`config.mk`:
```
export PLATFORM = sky130hd
export DESIGN_NAME = sc_regshifter
export DESIGN_NICKNAME = d
export VERILOG_FILES = /design/src/rtl/sc_regshifter.sv
export SDC_FILE = /design/constraint.sdc
export NUM_CORES = 1
export LEC_CHECK = 0
export ABC_AREA = 1
export CELL_PAD_IN_SITES_DETAIL_PLACEMENT = 1
export CELL_PAD_IN_SITES_GLOBAL_PLACEMENT = 2
export CORE_MARGIN = 2
export CORE_UTILIZATION = 18
export DETAILED_ROUTE_END_ITERATION = 10
export PLACE_DENSITY_LB_ADDON = 0.2
export SKIP_CTS_REPAIR_TIMING = 1
export SLEW_MARGIN = 20
export SYNTH_ARGS = -nofsm -noshare
export SYNTH_HDL_FRONTEND = slang
export SYNTH_SLANG_ARGS = --single-unit
```
`constraint.sdc`:
```
create_clock -name SC_REGSHIFTER_CLOCK_50 -period 1.5 [get_ports SC_REGSHIFTER_CLOCK_50]
set_clock_uncertainty 0.15 [all_clocks]
set_input_delay 0.3 -clock SC_REGSHIFTER_CLOCK_50 [delete_from_list [all_inputs] [get_ports SC_REGSHIFTER_CLOCK_50]]
set_output_delay 0.3 -clock SC_REGSHIFTER_CLOCK_50 [all_outputs]
set_load 0.05 [all_outputs]
```
`src/rtl/sc_regshifter.sv`:
```
// Loadable left/right shift register feeding the BUSC write bus.
// Also returns active-low zero/negative flags and the last shifted-out bit to the controller.
module sc_regshifter #(
  parameter int DATAWIDTH_BUS                  = 8,
  parameter int DATAWIDTH_REGSHIFTER_SELECTION = 2
) (
  input  logic                                      SC_REGSHIFTER_CLOCK_50,
  input  logic                                      SC_REGSHIFTER_Reset_InHigh,
  input  logic [DATAWIDTH_BUS-1:0]                  SC_REGSHIFTER_Data_In,
  input  logic                                      SC_REGSHIFTER_Load_InLow,
  input  logic [DATAWIDTH_REGSHIFTER_SELECTION-1:0] SC_REGSHIFTER_ShiftSelection_InLow,
  input  logic                                      SC_REGSHIFTER_SerialIn,
  output logic [DATAWIDTH_BUS-1:0]                  SC_REGSHIFTER_Data_Out,
  output logic                                      SC_REGSHIFTER_ShiftOut_Out,
  output logic                                      SC_REGSHIFTER_Zero_OutLow,
  output logic                                      SC_REGSHIFTER_Negative_OutLow
);

  localparam logic [DATAWIDTH_REGSHIFTER_SELECTION-1:0] SEL_LEFT  =
    DATAWIDTH_REGSHIFTER_SELECTION'(1);
  localparam logic [DATAWIDTH_REGSHIFTER_SELECTION-1:0] SEL_RIGHT =
    DATAWIDTH_REGSHIFTER_SELECTION'(2);

  logic [DATAWIDTH_BUS-1:0] data_q, data_d;
  logic                     shift_out_q, shift_out_d;
  logic                     zero_n_q, zero_n_d;
  logic                     neg_n_q, neg_n_d;

  always_comb begin
    data_d      = data_q;
    shift_out_d = shift_out_q;
    if (!SC_REGSHIFTER_Load_InLow) begin
      data_d = SC_REGSHIFTER_Data_In;
    end else begin
      // Unlisted (and undefined) selection codes fall to the hold default.
      case (SC_REGSHIFTER_ShiftSelection_InLow)
        SEL_LEFT: begin
          data_d      = {data_q[DATAWIDTH_BUS-2:0], SC_REGSHIFTER_SerialIn};
          shift_out_d = data_q[DATAWIDTH_BUS-1];
        end
        SEL_RIGHT: begin
          data_d      = {SC_REGSHIFTER_SerialIn, data_q[DATAWIDTH_BUS-1:1]};
          shift_out_d = data_q[0];
        end
        default: ;
      endcase
    end
    // Flags follow the next register value so they line up with Data_Out.
    zero_n_d = (data_d != '0);
    neg_n_d  = ~data_d[DATAWIDTH_BUS-1];
  end

  always_ff @(posedge SC_REGSHIFTER_CLOCK_50) begin
    if (SC_REGSHIFTER_Reset_InHigh) begin
      data_q      <= '0;
      shift_out_q <= 1'b0;
      zero_n_q    <= 1'b0;
      neg_n_q     <= 1'b1;
    end else begin
      data_q      <= data_d;
      shift_out_q <= shift_out_d;
      zero_n_q    <= zero_n_d;
      neg_n_q     <= neg_n_d;
    end
  end

  assign SC_REGSHIFTER_Data_Out        = data_q;
  assign SC_REGSHIFTER_ShiftOut_Out    = shift_out_q;
  assign SC_REGSHIFTER_Zero_OutLow     = zero_n_q;
  assign SC_REGSHIFTER_Negative_OutLow = neg_n_q;

endmodule
```
## Word-level counts from Yosys, hierarchy flattened

Index checks and enable logic that the tools add are counted.

| word-level totals | value |
|---|---|
| output and inout bits | 11 |
| memories kept | 0 |
| register bits | 11 |
| memory bits (read-only) | 0 |
| memory bits (writable) | 0 |
| logic and storage cells | 13 |
| input port bits | 14 |
| bits in latches | 0 |

| operators by class | value |
|---|---|
| multiplexer cells | 3 |
| bitwise logic cells | 1 |
| $lt $le $gt $ge | 0 |
| divide/modulo/power cells | 0 |
| eq/ne operators | 2 |
| add/subtract/negate cells | 0 |
| reduce and logical (&&, ||, !) cells | 3 |
| multipliers | 0 |
| shifts and indexed selects | 0 |

Operators with widths:

| kind | count |
|---|---|
| 8-bit case mux with 2 select lines | 1 |
| 8-bit two-way mux | 1 |
| 8-bit nonzero test | 1 |
| 2-bit by 1-bit equality test with 1-bit output, second input constant | 1 |
| 2-bit equality test, second input constant | 1 |
| 1-bit case mux with 2 select lines | 1 |
| 2-bit AND reduction | 1 |
| 2-bit nonzero test | 1 |
| 1-bit inverter | 1 |

## Longest topological paths before layout

| logic depth | value |
|---|---|
| depth in word-level cells | 4 |
| depth in mapped cells | 12 |
| mapped depth without buffers | 11 |

## Worst setup path before layout

Ideal clock, no wire load.

| timing path | value |
|---|---|
| kind | input to register |
| start point | input SC_REGSHIFTER_ShiftSelection_InLow[0] |
| end point | register zero_n_q (netlist: SC_REGSHIFTER_Zero_OutLow) |
| arrival time | 1332 ps |
| required time | 1222 ps |
| slack | -110 ps |
| library setup time | 128 ps |
| stages on the path | 11 |
| buffers on the path | 1 |
| path through | inv_1 > ha_1 > inv_2 > buf_6 > nand3_1 > nand2_1 > nand2_1 > nor2_1 > nand2_1 > nor2_1 > nor2_1 |

| between the ends | value |
|---|---|
| cells in the longest elaborated chain, start to end | 4 |
| elaborated cells on any way between the ends | 5 |
| classes of those cells | eq/ne (2); mux (2); reduce/logical (1) |

Ends and longest elaborated chain:

| item | RTL line | text |
|---|---|---|
| from (decl) | 11 | `input logic [DATAWIDTH_REGSHIFTER_SELECTION-1:0] SC_REGSHIFTER_ShiftSelection_InLow,` |
| 2-bit equality test or 2-bit by 1-bit equality test with 1-bit output (tied branches) | 36 | `case (SC_REGSHIFTER_ShiftSelection_InLow)` |
| 8-bit case mux with 2 select lines (*) | 36 |  |
| 8-bit two-way mux (*) | 32 | `if (!SC_REGSHIFTER_Load_InLow) begin` |
| 8-bit nonzero test (*) | 49 | `zero_n_d = (data_d != '0);` |
| to (signal assigned) | 62 | `zero_n_q <= zero_n_d;` |
| to (decl) | 26 | `logic zero_n_q, zero_n_d;` |

Every way passes the cells marked *; elsewhere a longest branch is shown, timed or not.
A chain may end at the register's enable or synchronous reset.

## Worst setup path in the final report

| timing path | value |
|---|---|
| start point | input SC_REGSHIFTER_ShiftSelection_InLow[1] |
| end point | register zero_n_q (netlist: SC_REGSHIFTER_Zero_OutLow) |

Same word-level chain as after synthesis.

==> impl_metrics.csv <==
group,metric,value,unit
status,status,"complete, no violations",
detailed_routing,drt_first_iter_violations,15,
detailed_routing,finalWirelength,2.11,mm
detailed_routing,vias,792,
clocking,ctsRootBufferMaster,"clkbuf_4",
worst_setup_path,worstPathCellList,"dlymetal6s2s_1, ha_4, inv_8, nor2_2, nor2_1, nand2_1, nand2_1, nor2_2, nand2_1, nor2_2, nor2_1",
worst_setup_path,r2r_cells,8,
logic_synthesis,avgSynthCellArea,6.04,sq um
sta,timing.final.crit_share,94.0,%
global_route,grt_pass1_wl,3.67,mm
cells_and_area,num_antenna_cells,0,
logic_synthesis,syn_area,652,sq um
clocking,clkLatencyLatePin,0.27,ns
pwr,switching_share,35.8,%
sta,worst_pin_slew,0.241,ns
worst_setup_path,worst-path-buf-inv,2,
global_route,grt_pass1_vias,779,
pwr,p_leak,0.540,nW
global_route,grt.total_usage,11.4,%
global_route,grt_overflow_total,0,
worst_setup_path,cp_max_fo,15,
die,rows,21,
logic_synthesis,synth-seq-cells,11,
logic_synthesis,synth_cell_types,15,
pwr,netSwitchingPower,0.000338,W
worst_setup_path,crit_cells,11,
detailed_routing,via_per_inst,4.17,
pwr,p_comb_share,40.5,%
placement,io_buffers,24,
detailed_routing,postRouteAntennaNets,0,
die,dieArea,4120,sq um
clocking,clkTransAtPathRegs,0.08,ns
logic_synthesis,synth.area.top_cells,"dfxtp_1, nand2_1, nor2_1",
pwr,total_power,0.000944,W
logic_synthesis,ys_seq_area_share,33.8,%
worst_setup_path,worstSetupPathType,"input port to flip-flop",
detailed_routing,first_pass_iters,4,
logic_synthesis,synth_fp_nets,124,
die,ios,25,
sta,hold_ws,0.342,ns
worst_setup_path,slowest_delay,0.32,ns
cells_and_area,synthToLayoutAreaGrowth,81.6,%
worst_setup_path,critPathTopFamily,"simple AND/OR/NAND/NOR gates",
cells_and_area,layout_commonest_cell,"nand2_1",
clocking,htreeDepth,1,
sta,timing.final.ws_setup,0.0895,ns
die,fp.dieH,64.2,um
flow_run,cap_violations,0,
die,initial_utilization,19.1,%
sta,rsz0062_at_grt,"true",
placement,dp_slack,-0.592,ns
clocking,numCtsBuffers,3,
pwr,power_density,797,nW/um^2
sta,setup_tns,0,ns
worst_setup_path,cp.arrival,1.43,ns
logic_synthesis,synth_top_cell_area_share,33.8,%
logic_synthesis,synthCells,108,
clocking,cts_tree,"yes",
cells_and_area,final_layout_size_suffix_gt1_share,27.1,%
detailed_routing,drc_errors,0,
cells_and_area,layout_common_cells,"nand2_1, nor2_1, buf_4",
sta,layout_min_cycle_time,1.41,ns
clocking,cts_sinks,11,
placement,post-dp-hpwl,1.63,mm
sta,finalHoldViolCount,0,
worst_setup_path,critPathLaunchType,"input port",
sta,finalSetupViolCount,0,
sta,max_freq,0.709,GHz
pwr,p_seq_share,36.6,%
cells_and_area,nNetsFinal,161,
worst_hold_path,holdCritPathClass,"input port to flip-flop",
global_route,grt_start_max_net_pins,17,
pwr,p_int,0.000606,W
logic_synthesis,yosys_warnings,0,
worst_setup_path,crit_path_end_kind,"flip-flop",
global_route,antenna_found_initial,0,
worst_setup_path,cp.required,1.52,ns
worst_hold_path,holdPathStages,4,
sta,slew_headroom,83.9,%
pwr,ir_drop,0.312,mV
clocking,cts_buffer_depth,2,
die,coreArea,3420,sq um
die,die_w,64.2,um
worst_setup_path,slowest_stage,"ha_4",
placement,routabilityCongestion,0.668,
detailed_routing,wire_per_inst,11.1,um
sta,maxSlewViolCount,0,
logic_synthesis,yosys.area.top_type,"dfxtp_1",
pwr,clock_power_share,22.9,%
==> state kept, by name, summed over array words and instances, names as in the netlist <==
register                       count
SC_REGSHIFTER_ShiftOut_Out         1
SC_REGSHIFTER_Zero_OutLow          1
SC_REGSHIFTER_Negative_OutLow      1
SC_REGSHIFTER_Data_Out             8
==> metal layers <==
layer	vias to the layer above	wire, um	global-route usage [%]
li1	407	-	-
met1	366	998	15.0
met2	15	1010	17.8
met3	4	82	2.46
met4	0	21	4.79
met5	-	0	0
==> final cells by class <==
class                      count  area (sq um)
timing repair buffer          37           448
fill                         435          2230
sequential                    11           220
tap                           46          57.6
multi-input combinational     84           392
clock buffer                   4          26.3
inverter                       8          40.0
==> metrics by stage <==
stage | area [sq um] | util (%) | cells
floorplan | 667 | - | 108
global placement | 1120 | 32.8 | 184
finish | 1180 | 34.7 | 190
CTS | 1150 | 33.6 | 188
detailed placement | 1120 | 32.8 | 184
global route | 1180 | 34.7 | 190
==> final timing paths <==
path                                              endpoint                                  start  slack, ns
worst max register to register   SC_REGSHIFTER_Zero_OutLow              SC_REGSHIFTER_Data_Out[2]       0.22
worst min-delay path             SC_REGSHIFTER_Data_Out[1]               SC_REGSHIFTER_Load_InLow       0.34
worst max-delay path             SC_REGSHIFTER_Zero_OutLow  SC_REGSHIFTER_ShiftSelection_InLow[1]       0.09
worst min register to register  SC_REGSHIFTER_ShiftOut_Out             SC_REGSHIFTER_ShiftOut_Out       0.37
==> cell usage after synthesis (all sizes together) <==
library cell / count
buf: 2
dfxtp: 11
nand3: 8
o21ai: 1
clkbuf: 3
nor2: 19
ha: 2
a21oi: 10
nand2: 43
o2111ai: 1
inv: 8
==> kinds of logic (layout without fill, tap and decap cells) <==
| kind of cell | count (synthesis) | in the layout | share of synthesized area [%] |
|---|---|---|---|
| adder cells (fa/ha/maj) | 2 | 2 | 3.84 |
| flip-flops | 11 | 11 | 33.8 |
| AO/OA/AOI/OAI | 12 | 12 | 9.79 |
| buffers and inverters | 13 | 49 | 10.4 |
| AND/OR/NAND/NOR | 70 | 70 | 42.2 |
==> worst reg2reg max path, stage by stage, from the launching register on <==
cell	delay (ns)
dfxtp_1	0.46
inv_1	0.07
a21oi_1	0.16
nand2_1	0.09
nand2_1	0.06
nor2_1	0.04
nand2_1	0.07
nor2_2	0.03
nor2_1	0.08
==> power groups by stage <==
stage / clock [W] / combinational (W) / sequential [W]
after floorplan: 0 / 0.000126 / 0.000410
final: 0.000216 / 0.000382 / 0.000346
after detailed placement: 0 / 0.000370 / 0.000353
after CTS: 0.000224 / 0.000372 / 0.000346
after global placement: 0 / 0.000366 / 0.000354
after global routing: 0.000243 / 0.000419 / 0.000350
(Power assumes the default switching activity.)
==> edit 1: new RTL, same settings <==
Take the reset off `data_q` and load it in a clocked block of its own.
--- a/src/rtl/sc_regshifter.sv
+++ b/src/rtl/sc_regshifter.sv
@@ -52,16 +52,18 @@
 
   always_ff @(posedge SC_REGSHIFTER_CLOCK_50) begin
     if (SC_REGSHIFTER_Reset_InHigh) begin
-      data_q      <= '0;
       shift_out_q <= 1'b0;
       zero_n_q    <= 1'b0;
       neg_n_q     <= 1'b1;
     end else begin
-      data_q      <= data_d;
       shift_out_q <= shift_out_d;
       zero_n_q    <= zero_n_d;
       neg_n_q     <= neg_n_d;
     end
+  end
+
+  always_ff @(posedge SC_REGSHIFTER_CLOCK_50) begin
+    data_q <= data_d;
   end
 
   assign SC_REGSHIFTER_Data_Out        = data_q;
Formal check against the unedited RTL: not equivalent (a bounded check fails within 4 cycles, from zero or initial values and one cycle with SC_REGSHIFTER_Reset_InHigh high).
==> edit 1 against the unedited design <==
- synthesized area decreased by 4.0%
- fmax decreased by 0.22%
- power increased by 8.9%
- cell area shrank 5.7%
- clock power is 5% lower
- routed wire length down 2.7%
- sequential cell count unchanged
- critical endpoint unchanged
- setup slack got worse by 3.1 ps
- largest power group unchanged
==> edit 1: results (changes against the unedited design) <==
- Slew at the pin with the worst max-slew slack: 254 ps (+13.0 ps)
- Gpl congestion: 0.773 (+16%)
- Sequential share of the synthesized area: 35.2% (+1.4 points)
- First-pass detailed-route iteration total: 2 (-2)
- Cell type group with the largest total delay on the critical path: simple AND/OR/NAND/NOR gates
- Estimated wirelength of the detail-placed design: 1.49 mm (-8.2%)
- Number of nets produced by synthesis: 115 (-7.3%)
- Clock root buffer: clkbuf_4
- Peak VDD IR: 0.303 mV (-2.7%)
- Placement-stage cell area: 1050 um^2 (-6.1%)
- Total global routing track utilization: 10.8% (-0.60 points)
- Global routing met1 resource utilization: 13.9% (-1.1 points)
- Result of the run: complete, no violations
- Met3 track demand over resource in global routing: 2.16% (-0.30 points)
- Pre-CTS worst setup slack: -673 ps (-80.7 ps)
- Sum of routed wire segments on met1: 950 um (-4.8%)
- Commonest cells post-synth: 41 x nand2_1, 16 x nor2_1, 11 x dfxtp_1
- Synth top area cells: dfxtp_1 35%, nand2_1 25%, nor2_1 9.6%, nand3_1 5.6%, ha_1 4.0%
- Proportion of layout cells with a drive suffix above 1: 28.7% (+1.6 points)
- Per-cell via count in the routed design: 4.04 (-3.1%)
- First-iteration detailed-routing DRC count: 25 (+10)
- Total wire length: 2.05 mm (-2.7%)
- Global-route wire length before repair: 3.40 mm (-7.3%)
- Post-synthesis share of cell area spent on xor and xnor gates: 0% (unchanged)
- Via count of the first global-routing pass: 757 (-2.8%)
- Fraction of power spent switching nets: 38.0% (+2.2 points)
- Pin count of the biggest net entering global routing: 18 (+1)
- Routed wl met3: 84 um (+2.4%)
- Adder-Cell Fraction of Synth Area: 4.00% (+0.16 points)
- Met2 GRT Util: 17.6% (-0.29 points)
- Yosys cell types: 17 (+2)
- Count of placed standard cells including taps: 170 (-7.6%)
- Mean instance size in the synthesized netlist: 6.32 um^2 (+4.7%)
- Wirelength per Cell: 11.7 um (+5.6%)
- Wire length on met2: 1.01 mm (-0.30%)
- Leakage component of the power: 0.516 nW (-4.5%)
-- edit 1: cell count changes after synthesis, sizes merged --
cell and change:
nor2 -1, inv -1, clkbuf -1, nand2 +1
a21oi -7
-- edit 1: cells by family (layout without fill, tap and decap cells) --
logic type               after synthesis  count (layout)
AND/OR/NAND/NOR                       70              70
flip-flops                            11              11
buffers and inverters                 11              41
AO/OA/AOI/OAI                          5               5
adder cells (fa/ha/maj)                2               2
-- edit 1: cell type report --
type / count / area, um^2
Fill cell: 428 / 2220
Timing Repair Buffer: 29 / 388
Inverter: 7 / 38.8
Tap cell: 46 / 57.6
Clock inverter: 1 / 5.00
Sequential cell: 11 / 220
Clock buffer: 3 / 22.5
Timing Repair inverter: 1 / 5.00
Multi-Input combinational cell: 77 / 379
-- edit 1: path summary, 6_finish.rpt --
check                                                        startpoint  slack [ps]                                       to
worst max-delay path              SC_REGSHIFTER_ShiftSelection_InLow[1]          90     SC_REGSHIFTER_Zero_OutLow$_SDFF_PP0_
worst min register to register  SC_REGSHIFTER_ShiftOut_Out$_SDFFE_PP0P_         380  SC_REGSHIFTER_ShiftOut_Out$_SDFFE_PP0P_
worst min-delay path                           SC_REGSHIFTER_Load_InLow         360        SC_REGSHIFTER_Data_Out[4]$_DFF_P_
worst max register to register        SC_REGSHIFTER_Data_Out[4]$_DFF_P_         240     SC_REGSHIFTER_Zero_OutLow$_SDFF_PP0_
-- edit 1: power by group through the flow --
| stage | clock network (W) | registers (W) | logic (W) |
|---|---|---|---|
| finish | 0.000205 | 0.000373 | 0.000450 |
| global route | 0.000228 | 0.000380 | 0.000484 |
| floorplan | 0 | 0.000465 | 0.000130 |
| global placement | 0 | 0.000381 | 0.000437 |
| CTS | 0.000219 | 0.000373 | 0.000441 |
| detailed placement | 0 | 0.000380 | 0.000440 |
==> edit 2: new RTL, same settings <==
Made on the original files. `DATAWIDTH_REGSHIFTER_SELECTION`: 2 -> 3.
--- a/src/rtl/sc_regshifter.sv
+++ b/src/rtl/sc_regshifter.sv
@@ -2,7 +2,7 @@
 // Also returns active-low zero/negative flags and the last shifted-out bit to the controller.
 module sc_regshifter #(
   parameter int DATAWIDTH_BUS                  = 8,
-  parameter int DATAWIDTH_REGSHIFTER_SELECTION = 2
+  parameter int DATAWIDTH_REGSHIFTER_SELECTION = 3
 ) (
   input  logic                                      SC_REGSHIFTER_CLOCK_50,
   input  logic                                      SC_REGSHIFTER_Reset_InHigh,
Interface: changed (resized SC_REGSHIFTER_ShiftSelection_InLow); port bits go from 25 to 26. The function was not compared with the original's and may differ.
==> edit 2 against the unedited design <==
- global-route usage rose by 0.18 points
- combinational power fell by 6.0%
- cell area rose by 7.0%
- synthesized area fell by 0.38%
- setup slack improved by 20 ps
- final cell count rose by 3.7%
- power fell by 2.7%
- sequential cell count did not move
- non-clock buffer count rose by 5
- die area fell by 0.36%
- routed wire length rose by 14%
- largest power group unchanged
==> edit 2: results (changes against the unedited design) <==
- Result of the run: complete, no violations
- Type of the worst min-delay path: flop to flop
- Number of instances in the synthesized netlist: 105 (-2.8%)
- Per-cell via count in the routed design: 4.06 (-2.7%)
- Routed wl met3: 107 um (+30%)
- Pin count of the biggest net entering global routing: 16 (-1)
- Count of placed standard cells including taps: 187 (+1.6%)
- Pre-CTS worst setup slack: -556 ps (+36.9 ps)
- First-iteration detailed-routing DRC count: 17 (+2)
- Leakage component of the power: 0.586 nW (+8.5%)
- Commonest cells post-synth: 25 x nand2_1, 25 x nor2_1, 14 x nand3_1
- Clock insertion delay at the later pin of the skew report: 280 ps
- Gpl congestion: 0.800 (+20%)
- Share of synthesized area spent on multiplexers: 0% (unchanged)
- Delay of the slowest cell on the worst path: 200 ps (-120 ps)
- Sequential share of the synthesized area: 33.9% (+0.13 points)
- Wirelength per Cell: 12.2 um (+9.7%)
- CP max-delay cell: dlymetal6s2s_1
- H-Tree Level Count: 1 (unchanged)
- Maximum fanout encountered on the critical timing path: 5 (-10)
- Peak VDD IR: 0.369 mV (+18%)
- Slew at the pin with the worst max-slew slack: 289 ps (+47.2 ps)
- Wire length on met2: 1.15 mm (+14%)
- Async set-reset flop share out of synthesis: 0% (unchanged)
- Worst endpoint data arrival time: 1400 ps (-30 ps)
- Synth top area cells: dfxtp_1 34%, nand2_1 14%, nor2_1 14%, nand3_1 11%, or2_2 7.7%
- Power density relative to cell area: 725 nW/um^2 (-9.1%)
- # port buffers: 25 (+4.2%)
- Estimated wirelength of the detail-placed design: 1.79 mm (+10%)
- Filler cell count: 421 (-3.2%)
- Fraction of the mapped netlist area in compound gates: 2.89% (-6.9 points)
- Via count of the first global-routing pass: 801 (+2.8%)
- Number of nets at the end of the flow: 167 (+3.7%)
- Global-route wire length before repair: 3.63 mm (-1.1%)
- Adder-Cell Fraction of Synth Area: 0% (-3.8 points)
- Total global routing track utilization: 11.6% (+0.18 points)
- Routed vias: 799 (+0.88%)
- Number of nets produced by synthesis: 120 (-3.2%)
- Sum of routed wire segments on met1: 1.11 mm (+11%)
- Placement-stage cell area: 1150 um^2 (+2.7%)
- Flip-flop count of the largest register after layout: 8 (unchanged)
- Proportion of layout cells with a drive suffix above 1: 35.8% (+8.7 points)
- First-pass detailed-route iteration total: 3 (-1)
-- edit 2: changes by cell type in the layout (fill, tap and decap cells not counted), moves of 2 or more --
cell	unedited run	this run
inv_2	1	4
nand3_4	0	3
a21oi_1	10	2
inv_1	5	9
or2_2	0	8
nand2_1	42	23
nand3_1	8	14
nor2_1	14	23
buf_6	0	3
nor2_2	5	3
-- edit 2: kinds of logic (layout without fill, tap and decap cells) --
logic type / Yosys count / count (layout)
compound gates: 3 / 3
buf+inv: 16 / 60
flops: 11 / 11
simple gates: 75 / 77
-- edit 2: metal layers --
layer / vias up / GRT usage (%)
met5: - / 0
met4: 0 / 4.08
met3: 5 / 2.99
met2: 17 / 20.1
met1: 358 / 13.6
li1: 419 / -
-- edit 2: layout make-up --
class	count	area share, %
Clock buffer	4	2.08
Inverter	14	4.35
Multi-Input combinational cell	80	32.0
Sequential cell	11	17.4
Tap cell	46	4.55
Timing Repair Buffer	42	39.6
-- edit 2: power breakdown --
part / switching (W) / internal [W] / total, W
Combinational: 0.000179 / 0.000181 / 0.000359
Sequential: 0.0000314 / 0.000313 / 0.000345
Clock: 0.000111 / 0.000103 / 0.000214
-- edit 2: path summary, 6_finish.rpt --
kind                                      startpoint                                      end  slack [ps]  cells after the start
max            SC_REGSHIFTER_ShiftSelection_InLow[1]     SC_REGSHIFTER_Zero_OutLow$_SDFF_PP0_         110                     10
min          SC_REGSHIFTER_ShiftOut_Out$_SDFFE_PP0P_  SC_REGSHIFTER_ShiftOut_Out$_SDFFE_PP0P_         380                      2
max reg2reg     SC_REGSHIFTER_Data_Out[7]$_SDFF_PP0_     SC_REGSHIFTER_Zero_OutLow$_SDFF_PP0_         170                      8
min reg2reg  SC_REGSHIFTER_ShiftOut_Out$_SDFFE_PP0P_  SC_REGSHIFTER_ShiftOut_Out$_SDFFE_PP0P_         380                      2
